`config.mk`:
```
export PLATFORM = sky130hd
export DESIGN_NAME = regfile_writeback
export DESIGN_NICKNAME = d
export VERILOG_FILES = /design/src/rtl/regfile_writeback.sv
export SDC_FILE = /design/constraint.sdc
export NUM_CORES = 1
export LEC_CHECK = 0
export CORE_AREA = 3 3 126 104
export CTS_BUF_LIST = sky130_fd_sc_hd__clkbuf_8 sky130_fd_sc_hd__clkbuf_16
export DETAILED_ROUTE_END_ITERATION = 10
export DIE_AREA = 0 0 129 107
export PLACE_DENSITY = 0.73
export SYNTH_ARGS = -nofsm -noshare
export SYNTH_HDL_FRONTEND = slang
export SYNTH_SLANG_ARGS = --single-unit
```
`constraint.sdc`:
```
create_clock -name clock -period 6.7 [get_ports clock]
set_input_delay 1.34 -clock clock [delete_from_list [all_inputs] [get_ports clock]]
set_output_delay 1.34 -clock clock [all_outputs]
set_load 0.01 [all_outputs]
```
`src/rtl/regfile_writeback.sv`:
```
// Register-file writeback: arbitrates ALU results and in-order load responses onto one write port.
// Optional WB_BYPASS_EN exposes the combinational winning write as byp_* forwarding outputs.
module regfile_writeback #(
  parameter int unsigned LD_DEPTH = 2
) (
  input  logic        clock,
  input  logic        reset,
  input  logic        alu_valid,
  input  logic [4:0]  alu_rd,
  input  logic [31:0] alu_data,
  output logic        alu_ready,
  input  logic        ld_issue_valid,
  input  logic [4:0]  ld_issue_rd,
  input  logic [2:0]  ld_issue_funct3,
  input  logic [1:0]  ld_issue_off,
  output logic        ld_issue_ready,
  input  logic        mem_rvalid,
  input  logic [31:0] mem_rdata,
  input  logic [4:0]  rs1_addr,
  input  logic [4:0]  rs2_addr,
  output logic        rs1_busy,
  output logic        rs2_busy,
  output logic        rf_we,
  output logic [4:0]  rf_rd,
  output logic [31:0] rf_wdata,
`ifdef WB_BYPASS_EN
  output logic        byp_valid,
  output logic [4:0]  byp_rd,
  output logic [31:0] byp_data,
`endif
  output logic        resp_err
);

  localparam int unsigned PtrW = (LD_DEPTH > 1) ? $clog2(LD_DEPTH) : 1;
  localparam int unsigned CntW = $clog2(LD_DEPTH + 1);

  logic [4:0]      fifo_rd  [LD_DEPTH];
  logic [2:0]      fifo_f3  [LD_DEPTH];
  logic [1:0]      fifo_off [LD_DEPTH];
  logic [PtrW-1:0] wr_ptr_q, wr_ptr_d, rd_ptr_q, rd_ptr_d;
  logic [CntW-1:0] cnt_q, cnt_d;
  logic [31:0]     sb_q, sb_d;
  logic            err_q, err_d;
  logic            we_q;
  logic [4:0]      rd_q;
  logic [31:0]     wdata_q;

  logic            full, empty, push, pop;
  logic [4:0]      head_rd;
  logic [2:0]      head_f3;
  logic [1:0]      head_off;
  logic [31:0]     shifted, ld_data;
  logic            wr_sel;
  logic [4:0]      wr_rd;
  logic [31:0]     wr_data;

  assign full     = (cnt_q == CntW'(LD_DEPTH));
  assign empty    = (cnt_q == '0);
  assign head_rd  = fifo_rd[rd_ptr_q];
  assign head_f3  = fifo_f3[rd_ptr_q];
  assign head_off = fifo_off[rd_ptr_q];

  // Ready uses current occupancy only, so a same-cycle pop does not free a slot.
  assign ld_issue_ready = ~full & ~((ld_issue_rd != 5'd0) & sb_q[ld_issue_rd]);
  assign push           = ld_issue_valid & ld_issue_ready;
  assign pop            = mem_rvalid & ~empty;
  assign alu_ready      = ~pop;

  assign rs1_busy = (rs1_addr != 5'd0) & sb_q[rs1_addr];
  assign rs2_busy = (rs2_addr != 5'd0) & sb_q[rs2_addr];

  always_comb begin
    shifted = mem_rdata >> {head_off, 3'b000};
    case (head_f3)
      3'b000:  ld_data = {{24{shifted[7]}}, shifted[7:0]};
      3'b100:  ld_data = {24'd0, shifted[7:0]};
      3'b001:  ld_data = {{16{shifted[15]}}, shifted[15:0]};
      3'b101:  ld_data = {16'd0, shifted[15:0]};
      default: ld_data = shifted;
    endcase
  end

  always_comb begin
    wr_sel  = 1'b0;
    wr_rd   = alu_rd;
    wr_data = alu_data;
    if (pop) begin
      wr_sel  = 1'b1;
      wr_rd   = head_rd;
      wr_data = ld_data;
    end else if (alu_valid) begin
      wr_sel  = 1'b1;
    end
  end

`ifdef WB_BYPASS_EN
  assign byp_valid = wr_sel & (wr_rd != 5'd0);
  assign byp_rd    = wr_rd;
  assign byp_data  = wr_data;
`endif

  always_comb begin
    wr_ptr_d = wr_ptr_q;
    rd_ptr_d = rd_ptr_q;
    cnt_d    = cnt_q;
    sb_d     = sb_q;
    err_d    = err_q | (mem_rvalid & empty);
    if (push) wr_ptr_d = (LD_DEPTH == 1) ? '0 : wr_ptr_q + 1'b1;
    if (pop)  rd_ptr_d = (LD_DEPTH == 1) ? '0 : rd_ptr_q + 1'b1;
    if (push && !pop)      cnt_d = cnt_q + 1'b1;
    else if (!push && pop) cnt_d = cnt_q - 1'b1;
    // Clear before set so a same-cycle set of the same bit wins.
    if (pop) sb_d[head_rd] = 1'b0;
    if (push && (ld_issue_rd != 5'd0)) sb_d[ld_issue_rd] = 1'b1;
    sb_d[0] = 1'b0;
  end

  always_ff @(posedge clock) begin
    if (reset) begin
      wr_ptr_q <= '0;
      rd_ptr_q <= '0;
      cnt_q    <= '0;
      sb_q     <= '0;
      err_q    <= 1'b0;
      we_q     <= 1'b0;
      rd_q     <= 5'd0;
      wdata_q  <= 32'd0;
    end else begin
      wr_ptr_q <= wr_ptr_d;
      rd_ptr_q <= rd_ptr_d;
      cnt_q    <= cnt_d;
      sb_q     <= sb_d;
      err_q    <= err_d;
      we_q     <= wr_sel & (wr_rd != 5'd0);
      if (wr_sel) begin
        rd_q    <= wr_rd;
        wdata_q <= wr_data;
      end
    end
  end

  // Entry storage needs no reset; occupancy is tracked by cnt_q.
  always_ff @(posedge clock) begin
    if (push) begin
      fifo_rd[wr_ptr_q]  <= ld_issue_rd;
      fifo_f3[wr_ptr_q]  <= ld_issue_funct3;
      fifo_off[wr_ptr_q] <= ld_issue_off;
    end
  end

  assign rf_we    = we_q;
  assign rf_rd    = rd_q;
  assign rf_wdata = wdata_q;
  assign resp_err = err_q;

endmodule

```
==> results.yml <==
run_status:
  outcome: "finished clean"
timing:
  setup_violations: 0
  max_clock_freq_mhz: 187
  timing.final.crit_period_ns: 5.34
  grt_setup_unrepaired: "false"
  hold_ws_ns: 0.455
  slew_viol_final: 0
  setup_tns_ns: 0
  tightest_slew_ns: 0.980
  max_slew_margin: 0.345
  fin_skew_ns: 0.0116
  hold_viol_final: 0
  period_share: 0.796
setup_path:
  crit_top_cell: "clkdlybuf4s50_1"
  path_cells: "clkdlybuf4s50_1 > mux4_1 > mux2_2 > o2bb2ai_1 > nor2_1 > clkdlybuf4s50_1"
  crit_required_ns: 5.36
  crit_path_end_kind: "primary output"
  critPathArrivalTime_ns: 4.00
  start_kind: "input pin"
  max_stage_delay_ns: 0.92
  cpMaxStageDelayCell: "clkdlybuf4s50_1"
  worstSetupPathType: "in -> out"
  crit_fanout: 15
  r2r_cells: 6
synthesis:
  ys_warn_count: 0
  synthCells: 557
  netlist_area_mm2: 0.00531
  synth_edf_count: 20
  synth_cell_types: 44
  async_flop_share: 0
  syn_nets: 652
  ys_seq_area_frac: 0.396
  avgSynthCellArea_um2: 9.53
  ys_ff_latch: 95
  yosys_most_used_dff: "dfxtp_1"
drt:
  dr_total_vias: 5012
  wl_per_cell_um: 20.0
  final_antenna_net_count: 0
  drt_iter0_drc: 379
  drtPass1Iterations: 5
  via_per_inst: 6.01
  routed_wl_um: 16600
  drc_errors: 0
grt:
  grt_first_pass_wirelength_um: 26200
  grt_pass1_vias: 4878
  grt_max_degree: 56
  antenna_found_initial: 0
  overflow: 0
  track_usage: 0.241
power:
  intPower_uw: 1290
  switching_share: 0.358
  ir_drop_mv: 0.144
  p_comb_frac: 0.391
  p_leak_uw: 0.00252
  p_sw_uw: 722
  power_uw: 2020
  pwr-share-clk: 0.236
  pwr-share-seq: 0.373
  power_density_mw_per_mm2: 286
clock_tree:
  path_clk_slew_ns: 0.07
  cts_made_buffers: 9
  cts-root-buf: "clkbuf_16"
  cts_resized: 0
  clock_path_buffers: 2
  cts.sinks: 95
  holdBufCountCts: 0
  htree_levels: 3
  cts_tree: "done"
  clock_latency_ns: 0.34
  postCtsSetupBuffers: 0
place:
  gp_congestion: 0.874
  dpl.hpwl_um: 12600
  port_buffers: 136
  placedCellCount: 818
die:
  core_area_mm2: 0.0120
  die_w_um: 129
  row_count: 36
  fp.dieH_um: 107
  die_area_mm2: 0.0138
  top_level_ports: 137
  initial_core_util: 0.443
final_layout:
  final_cell_count_no_fill: 834
  antenna_cells: 0
  drive_gt1_frac: 0.103
  register_area_mm2: 0.00210
  synthToLayoutAreaGrowth_pct: 32.8
  num-fill-cells: 1024
  multiInputGateArea_mm2: 0.00304
  fin_nets: 772
worst_hold_path:
  hold_depth: 2
  holdCritPathClass: "reg -> reg"
flow_run:
  cap_violations: 0
==> state kept, by name, indices dropped and copies added, names as in the netlist, named ones only <==
register  flops
rf_wdata     32
sb_q         31
fifo_rd      10
fifo_f3       6
rf_rd         5
fifo_off      4
cnt_q         2
rd_ptr_q      1
resp_err      1
rf_we         1
wr_ptr_q      1
==> metal layers <==
layer	vias up	GRT usage	part of all wire	wire length, µm
met1	2431	0.340	0.44	7310
met5	-	0	0	0
met3	25	0.0632	0.084	1390
li1	2302	-	-	-
met2	254	0.369	0.46	7620
met4	0	0.0637	0.019	312
==> critical path: cells and delay by family <==
| family | cells | cell delay (ns) |
|---|---|---|
| buf+inv | 2 | 1.46 |
| mux | 2 | 0.91 |
| compound gates | 1 | 0.16 |
| simple gates | 1 | 0.12 |
==> power by group through the flow <==
| stage | clock network (µW) | logic [µW] | registers (µW) |
|---|---|---|---|
| after floorplan | 0 | 438 | 766 |
| after global placement | 0 | 762 | 759 |
| after detailed placement | 0 | 779 | 762 |
| after CTS | 485 | 784 | 752 |
| after global routing | 510 | 850 | 766 |
| final | 476 | 789 | 752 |
==> cells in the final DEF (no fill, tap or decap), drive strengths merged, types with 10 or more instances in the layout <==
| cell type | n |
|---|---|
| inv | 10 |
| mux2 | 13 |
| mux4 | 25 |
| a22oi | 10 |
| a21oi | 16 |
| nor2b | 25 |
| nand3b | 16 |
| clkdlybuf4s50 | 136 |
| nor2 | 54 |
| nand2 | 69 |
| o21ai | 64 |
| mux2i | 38 |
| a211oi | 20 |
| dfxtp | 75 |
| edfxtp | 20 |
| o31ai | 21 |
==> through the flow <==
| step | utilization | worst slack (ns) | area (µm²) |
|---|---|---|---|
| floorplan | - | 2.32 | 5310 |
| global placement | 0.566 | 1.43 | 6780 |
| detailed placement | 0.566 | 1.36 | 6780 |
| CTS | 0.588 | 1.36 | 7050 |
| global route | 0.588 | 1.27 | 7050 |
| finish | 0.588 | 1.36 | 7050 |
==> synthesized netlist by cell type, drive strengths merged (8+ instances only) <==
| cell | n | share of area |
|---|---|---|
| o31ai | 21 | 0.030 |
| nand3b | 16 | 0.023 |
| dfxtp | 75 | 0.28 |
| nand2 | 69 | 0.049 |
| mux4 | 25 | 0.11 |
| a211oi | 20 | 0.028 |
| a21oi | 16 | 0.015 |
| o21a | 9 | 0.013 |
| edfxtp | 20 | 0.11 |
| a2bb2oi | 8 | 0.013 |
| clkbuf | 26 | 0.018 |
| buf | 8 | 0.0087 |
| o21ai | 64 | 0.066 |
| mux2 | 13 | 0.028 |
| nor2 | 54 | 0.038 |
| nor2b | 25 | 0.029 |
| mux2i | 38 | 0.072 |
| a22oi | 10 | 0.014 |
==> final cells by class <==
| cell class | count | share of cell area |
|---|---|---|
| multi-input combinational | 421 | 0.432 |
| sequential | 95 | 0.298 |
| timing repair buffer | 143 | 0.201 |
| clock buffer | 9 | 0.0319 |
| tap | 152 | 0.0270 |
| clock inverter | 7 | 0.00692 |
| inverter | 7 | 0.00373 |
==> worst paths after layout <==
check / from / to / slack, ns
max: ld_issue_rd[0] / ld_issue_ready / 1.36
min: rf_wdata[23]$_SDFFE_PP0P_ / rf_wdata[23]$_SDFFE_PP0P_ / 0.45
max reg2reg: flop / rf_wdata[21]$_SDFFE_PP0P_ / 3.37
min reg2reg: rf_wdata[23]$_SDFFE_PP0P_ / rf_wdata[23]$_SDFFE_PP0P_ / 0.45
==> cell families (layout without fill, tap and decap cells) <==
family,Yosys count,in the layout,share of synthesized area
AOI/OAI and AO/OA,154,154,0.190
xor gates and xnor gates,4,4,0.00660
adders and majority gates,1,1,0.00236
buffers and inverters,41,166,0.0321
and+or+nand+nor,186,186,0.166
muxes,76,76,0.207
DFF,95,95,0.396
Note: power is estimated with default switching activity, not from simulation.
